## src/rtl/axi_rd_fifo_slave.sv

```systemverilog
// AXI4-Lite read-only slave that drains a datapath word FIFO and exposes status/ID registers.
// Optional AXI_RD_SLVERR_EN: unmapped reads and DATA reads on an empty FIFO return SLVERR.
module axi_rd_fifo_slave #(
  parameter int          DATA_W     = 32,
  parameter int          ADDR_W     = 8,
  parameter int          FIFO_DEPTH = 16,
  parameter int          IRQ_THRESH = 8,
  parameter logic [31:0] ID_VALUE   = 32'hC0_11_00_01
) (
  input  logic              clk,
  input  logic              rst,
  input  logic [ADDR_W-1:0] s_araddr,
  input  logic              s_arvalid,
  output logic              s_arready,
  output logic [DATA_W-1:0] s_rdata,
  output logic [1:0]        s_rresp,
  output logic              s_rvalid,
  input  logic              s_rready,
  input  logic              i_push,
  input  logic [DATA_W-1:0] i_push_data,
  output logic              o_irq
);

  localparam int PTR_W = $clog2(FIFO_DEPTH);
  localparam int LVL_W = PTR_W + 1;
  localparam int WA_W  = ADDR_W - 2;

  localparam logic [WA_W-1:0] A_DATA   = WA_W'(0);
  localparam logic [WA_W-1:0] A_STATUS = WA_W'(1);
  localparam logic [WA_W-1:0] A_ID     = WA_W'(2);
  localparam logic [WA_W-1:0] A_THRESH = WA_W'(3);

  localparam logic [1:0] RESP_OKAY   = 2'b00;
  localparam logic [1:0] RESP_SLVERR = 2'b10;

  typedef enum logic {IDLE, RESP} state_t;

  typedef struct packed {
    logic [DATA_W-1:0] data;
    logic [1:0]        resp;
  } rd_rsp_t;

  state_t state, state_nxt;

  logic [FIFO_DEPTH-1:0][DATA_W-1:0] mem;
  logic [PTR_W-1:0] wr_ptr, rd_ptr;
  logic [LVL_W-1:0] level, level_nxt;
  logic             ovf;

  logic [WA_W-1:0] word_addr;
  logic            ar_hs, empty, full, pop, push_ok, ovf_set, ovf_clr;
  rd_rsp_t         rsp_nxt;

  logic unused_addr_lsb;
  assign unused_addr_lsb = ^s_araddr[1:0];

  // ---------------- read FSM ----------------
  always_ff @(posedge clk) begin
    if (rst) state <= IDLE;
    else     state <= state_nxt;
  end

  always_comb begin
    state_nxt = state;
    case (state)
      IDLE: if (s_arvalid) state_nxt = RESP;
      RESP: if (s_rready)  state_nxt = IDLE;
      default:             state_nxt = IDLE;
    endcase
  end

  always_comb begin
    s_arready = (state == IDLE);
    s_rvalid  = (state == RESP);
  end

  // ---------------- decode / response ----------------
  assign ar_hs     = s_arvalid && s_arready;
  assign word_addr = s_araddr[ADDR_W-1:2];
  assign empty     = (level == '0);
  assign full      = (level == LVL_W'(FIFO_DEPTH));

  always_comb begin
    rsp_nxt      = '0;
    rsp_nxt.resp = RESP_OKAY;
    case (word_addr)
      A_DATA: begin
        rsp_nxt.data = empty ? '0 : mem[rd_ptr];
`ifdef AXI_RD_SLVERR_EN
        if (empty) rsp_nxt.resp = RESP_SLVERR;
`endif
      end
      A_STATUS: begin
        rsp_nxt.data[15:0] = 16'(level);
        rsp_nxt.data[16]   = empty;
        rsp_nxt.data[17]   = full;
        rsp_nxt.data[18]   = ovf;
      end
      A_ID:     rsp_nxt.data = DATA_W'(ID_VALUE);
      A_THRESH: rsp_nxt.data = DATA_W'(IRQ_THRESH);
      default: begin
`ifdef AXI_RD_SLVERR_EN
        rsp_nxt.resp = RESP_SLVERR;
`else
        rsp_nxt.resp = RESP_OKAY;
`endif
      end
    endcase
  end

  // Response is captured at the address handshake and held through RESP.
  always_ff @(posedge clk) begin
    if (rst) begin
      s_rdata <= '0;
      s_rresp <= RESP_OKAY;
    end else if (ar_hs) begin
      s_rdata <= rsp_nxt.data;
      s_rresp <= rsp_nxt.resp;
    end
  end

  // ---------------- FIFO ----------------
  // A pop in the same cycle frees a slot, so a push into a full FIFO is then accepted.
  assign pop     = ar_hs && (word_addr == A_DATA) && !empty;
  assign push_ok = i_push && (!full || pop);
  assign ovf_set = i_push && full && !pop;
  assign ovf_clr = ar_hs && (word_addr == A_STATUS);

  assign level_nxt = level + {{(LVL_W-1){1'b0}}, push_ok} - {{(LVL_W-1){1'b0}}, pop};

  always_ff @(posedge clk) begin
    if (push_ok) mem[wr_ptr] <= i_push_data;
  end

  always_ff @(posedge clk) begin
    if (rst) begin
      wr_ptr <= '0;
      rd_ptr <= '0;
      level  <= '0;
      ovf    <= 1'b0;
      o_irq  <= 1'b0;
    end else begin
      if (push_ok) wr_ptr <= wr_ptr + 1'b1;
      if (pop)     rd_ptr <= rd_ptr + 1'b1;
      level <= level_nxt;
      if (ovf_set)      ovf <= 1'b1;
      else if (ovf_clr) ovf <= 1'b0;
      o_irq <= (level_nxt >= LVL_W'(IRQ_THRESH));
    end
  end

endmodule

```

## config.mk

```make
export PLATFORM = sky130hd
export DESIGN_NAME = axi_rd_fifo_slave
export DESIGN_NICKNAME = d
export VERILOG_FILES = /design/src/rtl/axi_rd_fifo_slave.sv
export SDC_FILE = /design/constraint.sdc
export NUM_CORES = 1
export LEC_CHECK = 0
export ABC_AREA = 0
export BUFFER_PORTS_ARGS = -buffer_cell sky130_fd_sc_hd__buf_2
export CAP_MARGIN = 20
export CORE_MARGIN = 1.5
export CORE_UTILIZATION = 50
export CTS_BUF_LIST = sky130_fd_sc_hd__clkbuf_8
export DETAILED_ROUTE_END_ITERATION = 16
export GPL_TIMING_DRIVEN = 0
export PLACE_DENSITY_LB_ADDON = 0.15
export RECOVER_POWER = 25
export SETUP_SLACK_MARGIN = 0.02
export SYNTH_ARGS = -nofsm -noshare
export SYNTH_HDL_FRONTEND = slang
export SYNTH_SLANG_ARGS = --single-unit
```

## constraint.sdc

```tcl
create_clock -name clk -period 7 [get_ports clk]
set_input_delay 0.7 -clock clk [delete_from_list [all_inputs] [get_ports clk]]
set_output_delay 0.7 -clock clk [all_outputs]
set_load 0.05 [all_outputs]
```

==> out/results.ini <==
[floorplanning]
die_x_um = 210.9
initial_utilization = 0.5108
pin_count = 82
coreArea_um2 = 42320
dieArea_um2 = 44490
rows = 75
dieHeight_um = 210.9

[synth]
ys_seq_area_frac = 0.7557
async_flop_share = 0
synthCells = 1026
synth_edf_count = 512
ys.flop_type = edfxtp_1
synth.cell_area_um2 = 21620
synth-seq-cells = 560
synth.avg_cell_area_um2 = 21.07
yosysWarnings = 0
synth_cell_types = 53

[routing]
dr.pass1.iters = 5
highest_layer = met5
via_count = 10990
wl_met1_um = 21680
drcViolationCount = 0
dr_wl_met2_um = 23450
drt-vias-per-instance = 5.777
drt-initial-drc-count = 986
routed_wl_um = 49240
postRouteAntennaNets = 0
wl_per_cell_um = 25.89
wl_met3_um = 2980

[timing]
clock_skew_ns = 0.02495
fmax_ghz = 0.2654
fin_crit_sh = 0.5382
setup_viol = 0
fin_tns_setup_ns = 0
setup_ws_ns = 3.232
slew_headroom = 0.2568
worst_slew_pin_slew_ns = 1.115
rsz0062_at_grt = no
hold_viol = 0
finalMaxSlewViolations = 0
fin_crit_ns = 3.768

[placement]
gp_congestion = 0.8238
dp_hpwl_um = 31470
portBuffers = 77
place_ws_ns = 2.949

[global_routing]
antenna_found_initial = 2
track_usage = 0.2308
grt_pass1_wl_um = 73040
grt_pass1_vias = 11200
grt_max_degree = 27
grt-ovfl-total = 0

[clock_tree]
post-cts-setup-buffers = 0
holdBufCountCts = 0
clk_latency_ns = 0.63
cts_root_buf = clkbuf_8
cts_buffer_depth = 3
numClockSinks = 560
cts_tree = yes
cts_resized = 0
cts_buffers = 89
cts_max_level = 3
clk_pin_slew_ns = 0.06

[critical_path]
cp_common_cell = inv_1
cpLargestDelayFamily = adder cells
crit_cells = 16
required_ns = 7.55
critical_path.max_stage_delay_ns = 0.42
reg2reg_to = o_irq$_SDFF_PP0_
cp_cell_sequence = inv_1 > ha_1 > nor4b_1 > nand4b_1 > buf_2 > buf_2 > inv_1 > ha_1 > inv_1 > ha_1 > inv_1 > fa_1 > nand2b_1 > a21oi_1 > o21ai_0 > a31oi_1
critPathCapture = o_irq$_SDFF_PP0_
critPathLaunchType = flip-flop
cp_max_fo = 10
r2r-start = level[2]$_SDFF_PP0_
critical_path_arrival_ns = 4.31
critPathLaunch = level[2]$_SDFF_PP0_
rr_worst_depth = 16
cp-end-kind = flip-flop
reg2reg_slack_ns = 3.23
critical_path_class = reg2reg
critPathBufInv = 6
crit_path_top_delay_cell = fa_1

[run]
maxCapViolations = 0

[cells_and_area]
n_fill_cell = 3173
nNetsFinal = 1308
mostFrequentLayoutCells = 512 x edfxtp_1, 127 x mux4_2, 101 x clkbuf_8
fin_util = 0.5901
final_common_cell = edfxtp_1
drive_gt1_frac = 0.3316
syn_to_final_growth_pct = 15.54

[pwr]
p_leak_uw = 0.008125
ir_drop_mv = 0.1410
powerDensity_nw_per_um2 = 270.1

[run_status]
status = completed

[hold_path]
hp-class = in2reg

[cell usage after synthesis (all sizes together), types with 10 or more instances]
library cell | n | area share
a21oi | 19 | 0.0044
a221o | 21 | 0.0097
buf | 35 | 0.0096
clkbuf | 28 | 0.0049
dfxtp | 48 | 0.044
edfxtp | 512 | 0.71
ha | 11 | 0.0064
inv | 19 | 0.0033
mux2 | 32 | 0.017
mux2i | 33 | 0.015
mux4 | 127 | 0.13
nand2 | 10 | 0.0017
nor2 | 13 | 0.0026
nor3 | 30 | 0.0069
[through the flow]
stage / hold slack, ns / power [uW] / area (um2) / instances
after global routing: 0.3029 / 7000 / 24970 / 1901
after floorplan: 0.4534 / 4049 / 21620 / 1027
after global placement: 0.4697 / 4181 / 22730 / 1681
final: 0.3506 / 6746 / 24980 / 1902
after CTS: 0.2979 / 6809 / 25000 / 1901
after detailed placement: 0.4735 / 4206 / 23320 / 1737
[power breakdown]
| part | internal, uW | switching, uW | leakage [uW] |
|---|---|---|---|
| Sequential | 3730 | 27.7 | 0.00501 |
| Combinational | 146 | 227 | 0.00213 |
| Clock | 1360 | 1250 | 0.000980 |
| Total | 5240 | 1510 | 0.00812 |
[routing by layer]
layer	up-vias	global-route usage
li1	4747	-
met1	5768	0.3293
met2	378	0.3651
met3	93	0.04832
met4	2	0.06429
met5	-	0
[worst min path at each step]
stage | start | end | slack [ns] | cells past startpoint
2_1_floorplan | ovf$_SDFFE_PP0P_ | ovf$_SDFFE_PP0P_ | 0.45 | 2
3_3_place_gp | ovf$_SDFFE_PP0P_ | ovf$_SDFFE_PP0P_ | 0.47 | 2
3_5_place_dp | s_rdata[25]$_SDFFE_PP0N_ | s_rdata[25]$_SDFFE_PP0N_ | 0.47 | 1
4_1_cts | s_rready | s_rvalid$_SDFF_PP0_ | 0.30 | 3
5_1_grt | s_rready | s_rvalid$_SDFF_PP0_ | 0.30 | 3
6_report | s_rready | s_rvalid$_SDFF_PP0_ | 0.35 | 3
[worst reg2reg max path, delay by kind of cell, from the launching register on]
kind                       cells  cell delay (ns)
adders and majority gates      4             1.04
buffers and inverters          6             0.99
and+or+nand+nor                3             0.82
AOI/OAI and AO/OA              3             0.50
DFF                            1             0.34
[flip-flops by register name, summed over array words and instances, names as in the netlist]
signal,count
mem,512
wr_ptr,4
s_rvalid,1
rd_ptr,4
level,5
s_rdata,32
ovf,1
o_irq,1
[area by class of cell]
type | count | area [um2] | area share
Multi-Input combinational cell | 385 | 4961 | 0.1986
Clock buffer | 101 | 1390 | 0.05566
Sequential cell | 560 | 16340 | 0.6541
Tap cell | 577 | 721.9 | 0.02891
Inverter | 19 | 71.32 | 0.002856
Antenna cell | 1 | 2.502 | 0.0001002
Buffer | 63 | 312.8 | 0.01252
Timing Repair Buffer | 133 | 888.4 | 0.03557
Clock inverter | 63 | 291.5 | 0.01167
[cell families (layout without fill, tap and decap cells)]
logic type                 Yosys count  count (layout)  synth area share
other                                1               3         0.0001735
and+or+nand+nor                    104             104           0.02767
adders and majority gates           12              12          0.007293
AOI/OAI and AO/OA                   71              71           0.02553
xor gates and xnor gates             4               4          0.001621
buffers and inverters               82             379           0.01777
DFF                                560             560            0.7557
muxes                              192             192            0.1643
No activity file was read; power rests on OpenSTA's default activity.
